<file path="src/rtl/csv_field_tokenizer.sv">
// Streaming CSV tokenizer: bytes in, tagged DATA/FIELD_END/RECORD_END/ERROR beats out.
// Handles quoted fields, doubled-quote escapes and error recovery up to the next LF.
module csv_field_tokenizer #(
  parameter logic [7:0] SEP           = 8'h2C,
  parameter logic [7:0] QUOTE         = 8'h22,
  parameter int         MAX_FIELD_LEN = 256,
  parameter int         FIELD_IDX_W   = 8
) (
  input  logic                   clk,
  input  logic                   rst,
  input  logic [7:0]             in_data,
  input  logic                   in_valid,
  output logic                   in_ready,
  output logic [7:0]             out_data,
  output logic [1:0]             out_kind,
  output logic [FIELD_IDX_W-1:0] out_field_idx,
  output logic                   out_valid,
  input  logic                   out_ready,
  output logic                   err_sticky,
  output logic [31:0]            record_count
);

  localparam int LEN_W = $clog2(MAX_FIELD_LEN + 1);
  localparam logic [7:0] LF = 8'h0A;
  localparam logic [7:0] CR = 8'h0D;
  localparam logic [LEN_W-1:0] LEN_MAX = LEN_W'(MAX_FIELD_LEN);
  localparam logic [FIELD_IDX_W-1:0] IDX_MAX = '1;

  typedef enum logic [2:0] {
    S_START, S_UNQ, S_QUOTED, S_QSEEN, S_DRAIN
  } state_t;

  typedef enum logic [1:0] {
    K_DATA, K_FEND, K_REND, K_ERR
  } kind_t;

  state_t                 state_q, state_d;
  logic [LEN_W-1:0]       len_q, len_d;
  logic [FIELD_IDX_W-1:0] idx_q, idx_d;
  logic                   ov_q, ov_d;
  logic [7:0]             od_q, od_d;
  kind_t                  ok_q, ok_d;
  logic [FIELD_IDX_W-1:0] oi_q, oi_d;
  logic                   err_q, err_d;
  logic [31:0]            rec_q, rec_d;

  logic       accept;
  logic       beat_v;
  kind_t      beat_k;
  logic [7:0] beat_d;
  logic       is_q, is_sep, is_lf, is_cr;

  assign in_ready      = !ov_q || out_ready;
  assign accept        = in_valid && in_ready;
  assign is_q          = (in_data == QUOTE);
  assign is_sep        = (in_data == SEP);
  assign is_lf         = (in_data == LF);
  assign is_cr         = (in_data == CR);
  assign out_valid     = ov_q;
  assign out_data      = od_q;
  assign out_kind      = ok_q;
  assign out_field_idx = oi_q;
  assign err_sticky    = err_q;
  assign record_count  = rec_q;

  // Classify the accepted byte, form the beat, advance state and counters.
  always_comb begin
    state_d = state_q;
    len_d   = len_q;
    idx_d   = idx_q;
    ov_d    = ov_q;
    od_d    = od_q;
    ok_d    = ok_q;
    oi_d    = oi_q;
    err_d   = err_q;
    rec_d   = rec_q;
    beat_v  = 1'b0;
    beat_k  = K_DATA;
    beat_d  = 8'h00;

    if (accept) begin
      unique case (state_q)
        S_START: begin
          unique case (1'b1)
            is_q:   state_d = S_QUOTED;
            is_sep: begin beat_v = 1'b1; beat_k = K_FEND; end
            is_lf:  begin beat_v = 1'b1; beat_k = K_REND; end
            is_cr:  ;
            default: begin
              beat_v  = 1'b1;
              beat_d  = in_data;
              state_d = S_UNQ;
            end
          endcase
        end
        S_UNQ: begin
          unique case (1'b1)
            is_sep: begin beat_v = 1'b1; beat_k = K_FEND; end
            is_lf:  begin beat_v = 1'b1; beat_k = K_REND; end
            is_cr:  ;
            is_q:   begin beat_v = 1'b1; beat_k = K_ERR; end
            default: begin beat_v = 1'b1; beat_d = in_data; end
          endcase
        end
        S_QUOTED: begin
          if (is_q) begin
            state_d = S_QSEEN;
          end else begin
            beat_v = 1'b1;
            beat_d = in_data;
          end
        end
        S_QSEEN: begin
          unique case (1'b1)
            is_q: begin
              beat_v  = 1'b1;
              beat_d  = QUOTE;
              state_d = S_QUOTED;
            end
            is_sep: begin beat_v = 1'b1; beat_k = K_FEND; end
            is_lf:  begin beat_v = 1'b1; beat_k = K_REND; end
            is_cr:  ;
            default: begin beat_v = 1'b1; beat_k = K_ERR; end
          endcase
        end
        S_DRAIN: begin
          if (is_lf) begin
            state_d = S_START;
            idx_d   = '0;
            len_d   = '0;
          end
        end
        default: state_d = S_START;
      endcase
    end

    // A data byte past the field limit becomes an error marker.
    if (beat_v && beat_k == K_DATA && len_q == LEN_MAX) begin
      beat_k = K_ERR;
      beat_d = 8'h00;
    end

    if (beat_v) begin
      unique case (beat_k)
        K_DATA: len_d = len_q + LEN_W'(1);
        K_FEND: begin
          len_d   = '0;
          state_d = S_START;
          if (idx_q != IDX_MAX) idx_d = idx_q + FIELD_IDX_W'(1);
        end
        K_REND: begin
          len_d   = '0;
          idx_d   = '0;
          state_d = S_START;
          rec_d   = rec_q + 32'd1;
        end
        default: begin
          len_d   = '0;
          state_d = S_DRAIN;
          err_d   = 1'b1;
        end
      endcase
    end

    if (in_ready) begin
      ov_d = beat_v;
      od_d = beat_d;
      ok_d = beat_v ? beat_k : K_DATA;
      oi_d = idx_q;
    end
  end

  // State, counters and the single output register.
  always_ff @(posedge clk) begin
    if (rst) begin
      state_q <= S_START;
      len_q   <= '0;
      idx_q   <= '0;
      ov_q    <= 1'b0;
      od_q    <= 8'h00;
      ok_q    <= K_DATA;
      oi_q    <= '0;
      err_q   <= 1'b0;
      rec_q   <= 32'd0;
    end else begin
      state_q <= state_d;
      len_q   <= len_d;
      idx_q   <= idx_d;
      ov_q    <= ov_d;
      od_q    <= od_d;
      ok_q    <= ok_d;
      oi_q    <= oi_d;
      err_q   <= err_d;
      rec_q   <= rec_d;
    end
  end

endmodule

</file>
<file path="config.mk">
export PLATFORM = sky130hd
export DESIGN_NAME = csv_field_tokenizer
export DESIGN_NICKNAME = d
export VERILOG_FILES = /design/src/rtl/csv_field_tokenizer.sv
export SDC_FILE = /design/constraint.sdc
export NUM_CORES = 1
export LEC_CHECK = 0
export BUFFER_PORTS_ARGS = -buffer_cell sky130_fd_sc_hd__buf_4
export CELL_PAD_IN_SITES_DETAIL_PLACEMENT = 1
export CELL_PAD_IN_SITES_GLOBAL_PLACEMENT = 2
export CORE_ASPECT_RATIO = 0.8
export CORE_MARGIN = 5
export CORE_UTILIZATION = 33
export DETAILED_ROUTE_END_ITERATION = 6
export PLACE_DENSITY_LB_ADDON = 0.2
export SLEW_MARGIN = 20
export SYNTH_ARGS = -nofsm -noshare
export SYNTH_HDL_FRONTEND = slang
export SYNTH_SLANG_ARGS = --single-unit
</file>
<file path="constraint.sdc">
create_clock -name clk -period 4.3 [get_ports clk]
set_input_delay 0.43 -clock clk [delete_from_list [all_inputs] [get_ports clk]]
set_output_delay 0.43 -clock clk [all_outputs]
set_load 0.01 [all_outputs]
</file>
======== Word level (Yosys, flattened, before mapping) ========
Cells that the tools add are included.
cells by class
  equal/unequal tests ..................... 12
  reductions and logical operators ........ 21
  mux-type cells .......................... 37
  bitwise logic cells ..................... 1
  shift-type cells ........................ 0
  div/mod/pow operators ................... 0
  order comparisons ....................... 0
  $mul .................................... 0
  add/subtract/negate cells ............... 3
operators with widths
  operator                                                                number
  8-bit 2-to-1 mux                                                        9
  9-bit 2-to-1 mux                                                        5
  32-bit by 1-bit adder with 32-bit output (second input constant)        1
  8-bit case mux with 3 select lines                                      1
  2-bit case mux with 3 select lines                                      3
  8-bit by 4-bit equality test with 1-bit output (second input constant)  2
  8-bit by 6-bit equality test with 1-bit output (second input constant)  2
  8-bit case mux with 2 select lines                                      1
  3-bit 2-to-1 mux                                                        5
  3-bit case mux with 5 select lines                                      1
  3-bit case mux with 2 select lines                                      2
  9-bit by 1-bit adder with 9-bit output (second input constant)          1
  9-bit equality test (second input constant)                             1
  8-bit by 1-bit adder with 8-bit output (second input constant)          1
  8-bit != test (second input constant)                                   1
  2-bit OR reduction                                                      4
  3-bit by 2-bit equality test with 1-bit output (second input constant)  2
  2-bit 2-to-1 mux                                                        3
  6-bit 2-to-1 mux                                                        1
  2-bit nonzero test                                                      3
  3-bit OR reduction                                                      2
  2-bit zero test                                                         2
  1-bit 2-to-1 mux                                                        4
  2-bit case mux with 2 select lines                                      1
  13 further kinds                                                        16
word-level totals
  output and inout port bits .............. 53
  memories kept ........................... 0
  bits in latches ......................... 0
  memory bits (read-only) ................. 0
  bits in registers ....................... 72
  memory bits (writable) .................. 0
  input port bits ......................... 12

======== Longest topological paths before layout ========
Gate-level depths: netlist of run 1.
  depth after elaboration ................. 13
  gate-level depth with buffers ........... 14

======== Worst setup path after synthesis of run 1 ========
Ideal clock, no wire load.
  kind .................................... input to register
  start ................................... input port in_data[4]
  end ..................................... register rec_q[25] (netlist: record_count[25])
  required time ........................... 4.230 ns
  stages on the path ...................... 13
  data arrival time ....................... 3.638 ns
  slack ................................... 0.591 ns
  library setup time ...................... 0.070 ns
  cells stage by stage .................... nor3_1 > clkbuf_1 > nand3_1 > maj3_1 > and2_1 > a22oi_1 > ha_1 > and3_1 > nand4_1 > or4_4 > buf_6 > or4_1 > a21oi_1
on the way
  longest elaborated chain between the ends .. 11
  elaborated cells on any way between the ends .. 21
  those cells by class .................... 5 x eq/ne; 11 x mux; 5 x reduce/logical
RTL lines
  item                                                                                                                     line    source
  start: declaration                                                                                                       11      input logic [7:0] in_data,
  8-bit by 6-bit equality test with 1-bit output / 8-bit by 4-bit equality test with 1-bit output (equally long branches)  55, 58
  2-bit OR reduction (no line)                                                                                             --
  2-bit case mux with 3 select lines                                                                                       114     unique case (1'b1)
  2-bit case mux with 3 select lines                                                                                       82      unique case (state_q)
  2-bit 2-to-1 mux                                                                                                         81      if (accept) begin
  2-bit zero test                                                                                                          138     if (beat_v && beat_k == K_DATA && len_q == LEN_MAX) begin
  1-bit logical AND (2 in a row)                                                                                           138
  2-bit 2-to-1 mux                                                                                                         138
  2-bit equality test                                                                                                      144     unique case (beat_k)
  2-bit AND reduction (no line) (*)                                                                                        --
  end signal: assignment                                                                                                   194     rec_q <= rec_d;
  end: declaration                                                                                                         45      logic [31:0] rec_q, rec_d;
Every way passes the cells marked *; elsewhere a longest branch is shown, timed or not.
A chain may end at the register's enable or synchronous reset.

======== Worst setup path after layout of run 1 ========
  start ................................... register state_q[1]
  end ..................................... register rec_q[24] (netlist: record_count[24])
on the way
  longest elaborated chain between the ends .. 9
  elaborated cells on any way between the ends .. 15
  those cells by class .................... 4 x eq/ne; 5 x mux; 6 x reduce/logical
RTL lines
  item                                                                                       line     source
  start: declaration                                                                         37       state_t state_q, state_d;
  start signal: assignment                                                                   186      state_q <= state_d;
  3-bit by 2-bit equality test with 1-bit output, or another cell as far along               82
  2-bit OR reduction (no line) / 2-bit case mux with 3 select lines (equally long branches)  --
  1-bit case mux with 3 select lines / 2-bit 2-to-1 mux (equally long branches)              82, 81
  1-bit 2-to-1 mux / 2-bit zero test (equally long branches)                                 81, 138
  1-bit logical AND (2 in a row)                                                             138
  2-bit 2-to-1 mux                                                                           138
  2-bit equality test                                                                        144
  2-bit AND reduction (no line) (*)                                                          --
Marks and branches as above.

==> flow_summary_export.csv, run 1 <==
group,metric,value,unit
global_route,grtUsageTotal,0.171,
power_and_ir_drop,power_frac_seq,0.460,
cts,postCtsSetupBuffers,0,
synthesis,synthArstFlopShare,0,
timing,maxSlewHeadroom,0.502,
synthesis,yosysMostFrequentCell,"dfxtp_1",
finish,n_fill_cell,1382,
floorplanning,core,0.0115,mm^2
placed_design,dp_slack,285,ps
drt,ant_nets,0,
power_and_ir_drop,total_power,1.48,mW
cts,clock-sinks,72,
synthesis,yosysUniqueCellTypes,62,
finish,syn2layout_area_growth,23.5,%
drt,drc,0,
synthesis,syn_area,0.00388,mm^2
drt,wl,12100,um
synthesis,yosys-top-cells-count,"dfxtp_1, a21oi_1, nand2_1",
worst_hold_path,hold_class,"input pin to flop",
setup_path,worst_path_max_delay_cell,"a2111oi_1",
setup_path,path_cells,"nand2_1 -> a2111oi_1 -> nor2_1 -> a22oi_1 -> ha_1 -> and3_1 -> nand4_1 -> or4_4 -> or4_1 -> a21oi_1",
power_and_ir_drop,p_comb_frac,0.066,
synthesis,synth_top_area_share,0.371,
global_route,gr-total-overflow,0,
synthesis,postSynthCellCount,473,
global_route,grt_pass1_vias,3866,
timing,fin_crit,3840,ps
synthesis,synth_ff_type,"dfxtp_1",
synthesis,synth_seq_area_share,0.371,
setup_path,r2r_setup_slack,460,ps
synthesis,synth_warnings,0,
finish,nets,555,
timing,setup_viol,0,
power_and_ir_drop,cellLeakagePower,1.74,nW
timing,layout_setup_ws,458,ps
placed_design,dp.cells,672,
cts,htree_levels,3,
setup_path,crit_path_start_kind,"flop",
drt,post_drt_wl_per_cell,17.6,um
setup_path,r2r_cells,10,
finish,fin_cells,687,
floorplanning,rows,35,
placed_design,post-dp-hpwl,8650,um
status,outcome,"completed",
global_route,grt_max_degree,59,
drt,vias_per_cell,5.75,
timing,rsz0062_at_grt,"false",
finish,diodes,0,
synthesis,ys_top_cells_by_area,"dfxtp_1, a21oi_1, nand3_1, nand2_1, o31ai_1",
drt,vias,3951,
setup_path,max_stage_delay,620,ps
power_and_ir_drop,powerDensity,309,mW/mm^2
floorplanning,initial_core_util,0.337,
cts,clk_path_buf_depth,2,
global_route,antenna_found_initial,0,
setup_path,crit_end,"record_count[24]",
setup_path,path_class,"flop to flop",
setup_path,worstSetupEndpointType,"flop",
timing,worst_pin_slew,744,ps
floorplanning,ios,65,
setup_path,crit_arrival,4090,ps
timing,timing.fmax,0.260,GHz
placed_design,io_buffers,64,
cts,post_cts_resized,0,
placed_design,gp_congestion,0.851,
timing,report.final.hold_viol_count,0,
timing,fin_crit_sh,0.893,
floorplanning,fp.dieW,131,um
synthesis,avgSynthCellArea,8.21,um^2
synthesis,ys_seq_elements,72,
power_and_ir_drop,swShare,0.239,
global_route,grt_pass1_wl,20100,um
run,maxCapViolCount,0,
setup_path,r2r_end,"record_count[24]",
cts,clock-root-buffer,"clkbuf_16",
setup_path,r2r-start,"state_q[1]",
power_and_ir_drop,clkPwrFrac,0.474,
power_and_ir_drop,switchingPower,0.353,mW
synthesis,synth-edff-count,0,
cts,cts_made_buffers,9,
cts,cts.reportedPaths.clkPinSlew,60,ps
power_and_ir_drop,power_report.internal_total,1.13,mW
cts,cts_hold_buf,0,
finish,drive_gt1_frac,0.187,
synthesis,syn_nets,493,
setup_path,required,4550,ps
setup_path,worstPathMaxFanout,24,
finish,final_util,0.416,
drt,drt-initial-drc-count,199,
power_and_ir_drop,vdd_drop_max,0.172,mV
synthesis,synth_area_leader_cell,"dfxtp_1",
floorplanning,die_y,107,um
timing,tns,0,ps
setup_path,startpoint,"state_q[1]",
drt,drt_first_pass_iters,4,
floorplanning,die_area,0.0140,mm^2
cts,cts_tree,"built",
cts,clock_latency,330,ps
timing,timing.final.max_slew_violations,0,
timing,clock_skew,6.47,ps
==> layout by cell type (no fill, tap or decap), drive strengths merged, types with 12 or more instances in the layout <==
cell	count
nand3	35
nor2	14
dfxtp	72
nand4	17
or4	22
buf	75
or3	12
clkbuf	12
a21oi	51
o21ai	21
nand2	44
o31ai	22
==> cell type report <==
cell class	count	area [um^2]	area share
multi-input combinational	365	2280	0.477
sequential	72	1440	0.301
tap	148	185	0.0386
timing repair buffer	75	563	0.117
clock buffer	12	256	0.0535
inverter	12	45.0	0.00940
clock inverter	3	17.5	0.00365
==> per-layer routing <==
metal,vias to the layer above,track usage,wire length (um)
li1,1962,-,-
met1,1935,0.239,6160
met2,46,0.270,5450
met3,8,0.0417,389
met4,0,0.0308,89
met5,-,0,0
==> per-stage QoR <==
stage / hold slack [ps] / cell area [um^2]
3_5_place_dp: 442 / 4520
5_1_grt: 364 / 4790
6_report: 363 / 4790
2_1_floorplan: 466 / 3880
4_1_cts: 356 / 4790
3_3_place_gp: 434 / 4520
==> state kept, by name, summed over array words and instances, names as in the netlist <==
register and cells:
state_q 3, out_data 8, len_q 9, idx_q 8
out_kind 2, out_field_idx 8, record_count 32, err_sticky 1
out_valid 1
==> worst max-delay path, delay by kind of cell, from the launching register on <==
family	cells	cell delay, ps
compound gates	3	1040
fa+ha+maj	1	270
flops	1	560
simple gates	6	1890
==> worst min path at each step <==
stage,startpoint,end,depth (start not counted)
3_5_place_dp,out_data[6],out_data[6],2
2_1_floorplan,idx_q[4],out_field_idx[4],2
4_1_cts,in_data[4],out_data[4],3
5_1_grt,in_data[4],out_data[4],3
6_report,in_data[4],out_data[4],3
3_3_place_gp,out_data[4],out_data[4],2
==> power by group through the flow <==
stage	Combinational, mW	Sequential [mW]	Clock (mW)
6_report	0.0970	0.681	0.702
3_3_place_gp	0.0959	0.695	0
3_5_place_dp	0.0979	0.696	0
4_1_cts	0.0981	0.681	0.723
5_1_grt	0.108	0.682	0.751
2_1_floorplan	0.0558	0.695	0
==> logic make-up after synthesis <==
| kind of cell | synth area share |
|---|---|
| and+or+nand+nor | 0.310 |
| adders and majority gates | 0.0284 |
| buffers and inverters | 0.0403 |
| DFF | 0.371 |
| xor gates and xnor gates | 0.00677 |
| AOI/OAI and AO/OA | 0.244 |
Note: power is estimated with default switching activity, not from simulation.
==> inputs of run 2 (changes only) <==
- ABC_AREA: unset -> 1
- CELL_PAD_IN_SITES_DETAIL_PLACEMENT: 1 -> unset
- CELL_PAD_IN_SITES_GLOBAL_PLACEMENT: 2 -> unset
- CORE_UTILIZATION: 33 -> 45
==> run 2 against run 1 <==
  * Clock power up 5.6%
  * Sequential share of layout area down 1.6 points
  * Sequential power about the same
  * Clock skew about the same
  * Wire length down 5.7%
  * Critical endpoint is now record_count[17]
  * Largest cell class unchanged
==> flow_summary_export.csv, run 2 <==
group,metric,value,unit
status,outcome,"completed",
drt,drc,0,
finish,design_area,0.00506,mm^2
cts,clock-root-buffer,"clkbuf_16",
synthesis,syn_nets,668,
setup_path,crit_path_start_kind,"flop",
global_route,grt_pass1_wl,19500,um
floorplanning,rows,31,
finish,syn2layout_area_growth,19.6,%
drt,vias_per_cell,5.25,
cts,cts.reportedPaths.clkPinSlew,60,ps
synthesis,syn_area,0.00423,mm^2
drt,drt-initial-drc-count,248,
finish,nets,728,
timing,timing.final.max_slew_violations,0,
timing,setup_viol,0,
synthesis,yosysUniqueCellTypes,41,
drt,drt_first_pass_iters,5,
synthesis,synth_warnings,0,
synthesis,synth_area_leader_cell,"dfxtp_1",
cts,htree_levels,3,
cts,postCtsSetupBuffers,0,
floorplanning,core,0.00911,mm^2
timing,tns,0,ps
setup_path,r2r_setup_slack,960,ps
timing,maxSlewHeadroom,0.492,
timing,rsz0062_at_grt,"false",
timing,fin_crit_sh,0.776,
synthesis,avgSynthCellArea,6.53,um^2
synthesis,synth_seq_area_share,0.341,
setup_path,required,4570,ps
setup_path,worstSetupEndpointType,"flop",
finish,diodes,0,
floorplanning,initial_core_util,0.464,
finish,largest_reg_flops,32,
floorplanning,die_y,96.7,um
global_route,antenna_found_initial,0,
cts,clk_path_buf_depth,2,
global_route,grtUsageTotal,0.199,
power_and_ir_drop,powerDensity,305,mW/mm^2
timing,report.final.hold_viol_count,0,
synthesis,synthArstFlopShare,0,
cts,cts_tree,"built",
power_and_ir_drop,cellLeakagePower,2.15,nW
timing,fin_crit,3340,ps
synthesis,synth-edff-count,0,
floorplanning,die_area,0.0115,mm^2
synthesis,ys_seq_elements,72,
run,maxCapViolCount,0,
power_and_ir_drop,vdd_drop_max,0.251,mV
placed_design,dpl_cell_area,0.00477,mm^2
timing,clock_skew,6.58,ps
cts,post_cts_resized,0,
setup_path,worstPathMaxFanout,31,
synthesis,ys_top_cells_by_area,"dfxtp_1, nand2_1, nor2_1, a21oi_1, inv_1",
global_route,grt_max_degree,42,
synthesis,postSynthCellCount,648,
setup_path,path_class,"flop to flop",
synthesis,synth_ff_type,"dfxtp_1",
cts,cts_hold_buf,0,
cts,clock-sinks,72,
synthesis,synth_top_area_share,0.341,
global_route,grt_pass1_vias,4074,
placed_design,gp_congestion,0.915,
synthesis,yosys-top-cells-count,"nand2_1, nor2_1, dfxtp_1",
cts,cts_made_buffers,9,
setup_path,crit_arrival,3600,ps
placed_design,post-dp-hpwl,8700,um
timing,timing.fmax,0.300,GHz
placed_design,io_buffers,64,
drt,post_drt_wl_per_cell,13.8,um
synthesis,yosysMostFrequentCell,"nand2_1",
floorplanning,ios,65,
timing,worst_pin_slew,758,ps
floorplanning,fp.dieW,118,um
finish,mostFrequentLayoutCells,"nand2_1, nor2_1, dfxtp_1, inv_1, buf_4",
global_route,gr-total-overflow,0,
worst_hold_path,hold_class,"flop to flop",
finish,final_common_cell,"nand2_1",
drt,ant_nets,0,
finish,drive_gt1_frac,0.160,
cts,clock_latency,330,ps
drt,wl,11400,um
drt,vias,4335,
-- run 2: cell types whose count changed after synthesis, sizes merged, moves of 7 or more --
cell | previous run | this run
nand2 | 44 | 184
nor2 | 14 | 96
inv | 10 | 71
o31ai | 22 | 0
or4 | 22 | 0
xor2 | 3 | 19
nor3 | 9 | 21
or3 | 12 | 0
o21ai | 21 | 31
and4 | 9 | 0
nand4 | 17 | 9
clkbuf | 16 | 9
-- run 2: power by group --
part	leakage (nW)	total, mW	internal (mW)	switching [mW]
logic	1.42	0.119	0.0416	0.0779
clock network	0.143	0.741	0.473	0.269
registers	0.582	0.684	0.677	0.00665
total	2.15	1.55	1.19	0.353
-- run 2: area by class of cell --
type,instances,area [um^2]
Inverter,72,270
Clock inverter,3,42.5
Tap cell,115,144
Multi-Input combinational cell,488,2420
Fill cell,904,4050
Sequential cell,72,1440
Clock buffer,11,253
Timing Repair Buffer,65,488
-- run 2: worst max-delay path: stages (launching register included) --
cell and delay [ps]:
dfxtp_1 320, inv_1 50, nor2_2 70, buf_4 220, inv_2 150, nand2_1 400, inv_2 190, nand2_1 210
nand4_4 170, nand2_1 180, ha_1 230, inv_1 90, nor2_4 540, nand3_1 190, nand2_1 110, nand2_1 50
nor2_1 90
-- run 2: per-stage QoR --
stage | power (mW) | setup slack, ps | cells | hold WS (ps) | util
after detailed placement | 0.817 | 776 | 812 | 459 | 0.523
after CTS | 1.56 | 942 | 826 | 467 | 0.555
after floorplan | 0.776 | 1940 | 648 | 444 | -
after global routing | 1.60 | 562 | 826 | 498 | 0.555
after global placement | 0.816 | 941 | 812 | 453 | 0.523
final | 1.55 | 962 | 826 | 469 | 0.555
-- run 2: path summary, 6_finish.rpt --
| check | from | end | cells after the start |
|---|---|---|---|
| hold / removal | out_data[4] | out_data[4] | 2 |
| setup / recovery | out_valid | record_count[17] | 16 |
| setup reg to reg | out_valid | record_count[17] | 16 |
| hold reg to reg | out_data[4] | out_data[4] | 2 |
-- run 2: metal layers --
metal  track usage  part of all wire  vias up
met1         0.289              0.50     1984
met2         0.285              0.41      141
met3        0.0595             0.080       13
met4        0.0506             0.011        0
met5             0                 0        -
li1              -                 -     2197
-- run 2: kinds of logic (layout without fill, tap and decap cells) --
kind of cell,after synthesis,count (layout),synth area share
AO/OA/AOI/OAI,95,95,0.118
flip-flops,72,72,0.341
XOR/XNOR,22,22,0.0455
AND/OR/NAND/NOR,363,363,0.385
adder cells (fa/ha/maj),8,8,0.0237
buffers and inverters,88,151,0.0867
==> inputs of run 3 (changes only) <==
- clock period: 4.3 -> 3.5 ns (I/O delays scaled with it)
==> run 3 against run 2 <==
  * Utilization increased by 0.30 points
  * First-iteration DRC count up 85%
  * Fmax increased by 13%
  * Wire length fell by 0.19%
  * Critical path type unchanged
  * Largest cell class unchanged
  * Via count shrank 1.0%
  * Non-clock buffer count rose by 2
  * Register-to-register slack lost 420 ps
  * Clock skew is 1.2 ps lower
  * Combinational power rose by 25%
  * Largest power group unchanged
  * Design area is 0.54% higher
  * Die area unchanged
  * Flip-flop and latch count unchanged
==> flow_summary_export.csv, run 3 (synthesized netlist as in run 2, its figures left out) <==
group,metric,value,unit
timing,maxSlewHeadroom,0.550,
placed_design,gp_congestion,0.913,
timing,rsz0062_at_grt,"false",
floorplanning,rows,31,
cts,cts_hold_buf,0,
cts,clock-root-buffer,"clkbuf_16",
worst_hold_path,hold_class,"input pin to flop",
timing,fin_crit,2950,ps
cts,clock_latency,330,ps
drt,drt_first_pass_iters,5,
status,outcome,"completed",
power_and_ir_drop,powerDensity,379,mW/mm^2
finish,diodes,0,
cts,htree_levels,3,
floorplanning,initial_core_util,0.464,
timing,report.final.hold_viol_count,0,
global_route,gr-total-overflow,0,
timing,timing.fmax,0.339,GHz
finish,largest_reg_flops,32,
setup_path,crit_path_start_kind,"flop",
drt,drt-initial-drc-count,459,
floorplanning,die_y,96.7,um
finish,final_common_cell,"nand2_1",
floorplanning,fp.dieW,118,um
timing,setup_viol,0,
global_route,grtUsageTotal,0.193,
placed_design,io_buffers,64,
placed_design,dp_slack,434,ps
worst_hold_path,worstHoldPathCells,5,
global_route,antenna_found_initial,0,
setup_path,r2r_cells,16,
cts,postCtsSetupBuffers,0,
timing,worst_pin_slew,673,ps
power_and_ir_drop,vdd_drop_max,0.199,mV
drt,vias_per_cell,5.17,
cts,post_cts_resized,0,
cts,cts_made_buffers,9,
cts,clk_path_buf_depth,2,
drt,routed-wl-met2,4740,um
drt,met3_length,959,um
global_route,grt_pass1_vias,3952,
drt,vias,4290,
timing,tns,0,ps
cts,clock-sinks,72,
drt,post_drt_wl_per_cell,13.7,um
drt,wl_met1,5550,um
finish,final_util,0.558,
floorplanning,die_area,0.0115,mm^2
setup_path,worstSetupEndpointType,"flop",
drt,ant_nets,0,
power_and_ir_drop,cellLeakagePower,2.16,nW
setup_path,path_class,"flop to flop",
run,maxCapViolCount,0,
finish,syn2layout_area_growth,20.3,%
setup_path,crit_arrival,3180,ps
placed_design,post-dp-hpwl,8420,um
finish,mostFrequentLayoutCells,"nand2_1, nor2_1, dfxtp_1, buf_4, inv_1",
timing,timing.final.max_slew_violations,0,
setup_path,required,3720,ps
drt,drc,0,
setup_path,worstPathMaxFanout,31,
cts,cts_tree,"built",
finish,drive_gt1_frac,0.165,
drt,top_layer,"met4",
timing,clock_skew,5.39,ps
global_route,grt_max_degree,42,
cts,cts.reportedPaths.clkPinSlew,60,ps
drt,wl,11400,um
finish,nets,730,
global_route,grt_pass1_wl,18900,um
timing,layout_setup_ws,546,ps
timing,fin_crit_sh,0.844,
floorplanning,ios,65,
floorplanning,core,0.00911,mm^2
-- run 3: per-layer routing --
metal | vias up | track usage
li1 | 2203 | -
met1 | 1903 | 0.282
met2 | 162 | 0.281
met3 | 22 | 0.0566
met4 | 0 | 0.0410
met5 | - | 0
-- run 3: worst max-delay path, cell delays in order (launching register included) --
cell     delay [ps]
dfxtp_1         410
inv_1           110
nand2_1         160
o21ai_1         150
nand2_1         100
nand2_1          50
inv_1            50
nand2_1          70
nand2_1         140
nand4_4         180
nand2_1         160
ha_1            220
inv_1            90
nor2_4          540
nand2_1         170
o21ai_1         180
a21oi_1          60
-- run 3: metrics by stage --
| step | hold WS (ps) | total power, mW | instance area (um^2) | cells |
|---|---|---|---|---|
| floorplan | 444 | 0.954 | 4230 | 648 |
| global placement | 455 | 1.00 | 4780 | 814 |
| detailed placement | 460 | 1.01 | 4780 | 814 |
| CTS | 372 | 1.94 | 5090 | 830 |
| global route | 414 | 1.99 | 5090 | 830 |
| finish | 377 | 1.93 | 5090 | 830 |
-- run 3: final cells by class --
class,instances,area (um^2)
sequential,72,1440
clock inverter,5,55.1
timing repair buffer,67,503
tap,115,144
clock buffer,11,253
fill,900,4030
multi-input combinational,488,2420
inverter,72,270
-- run 3: path summary, 6_finish.rpt --
kind	start	endpoint	slack (ps)
max	state_q[2]	record_count[13]	550
min reg2reg	err_sticky	err_sticky	470
max reg2reg	state_q[2]	record_count[13]	550
min	in_data[4]	out_data[4]	380
-- run 3: power by group --
| part | leakage [nW] | total, mW | internal (mW) | switching [mW] |
|---|---|---|---|---|
| combinational | 1.43 | 0.149 | 0.0527 | 0.0962 |
| sequential | 0.582 | 0.840 | 0.832 | 0.00784 |
| clock | 0.148 | 0.938 | 0.588 | 0.350 |
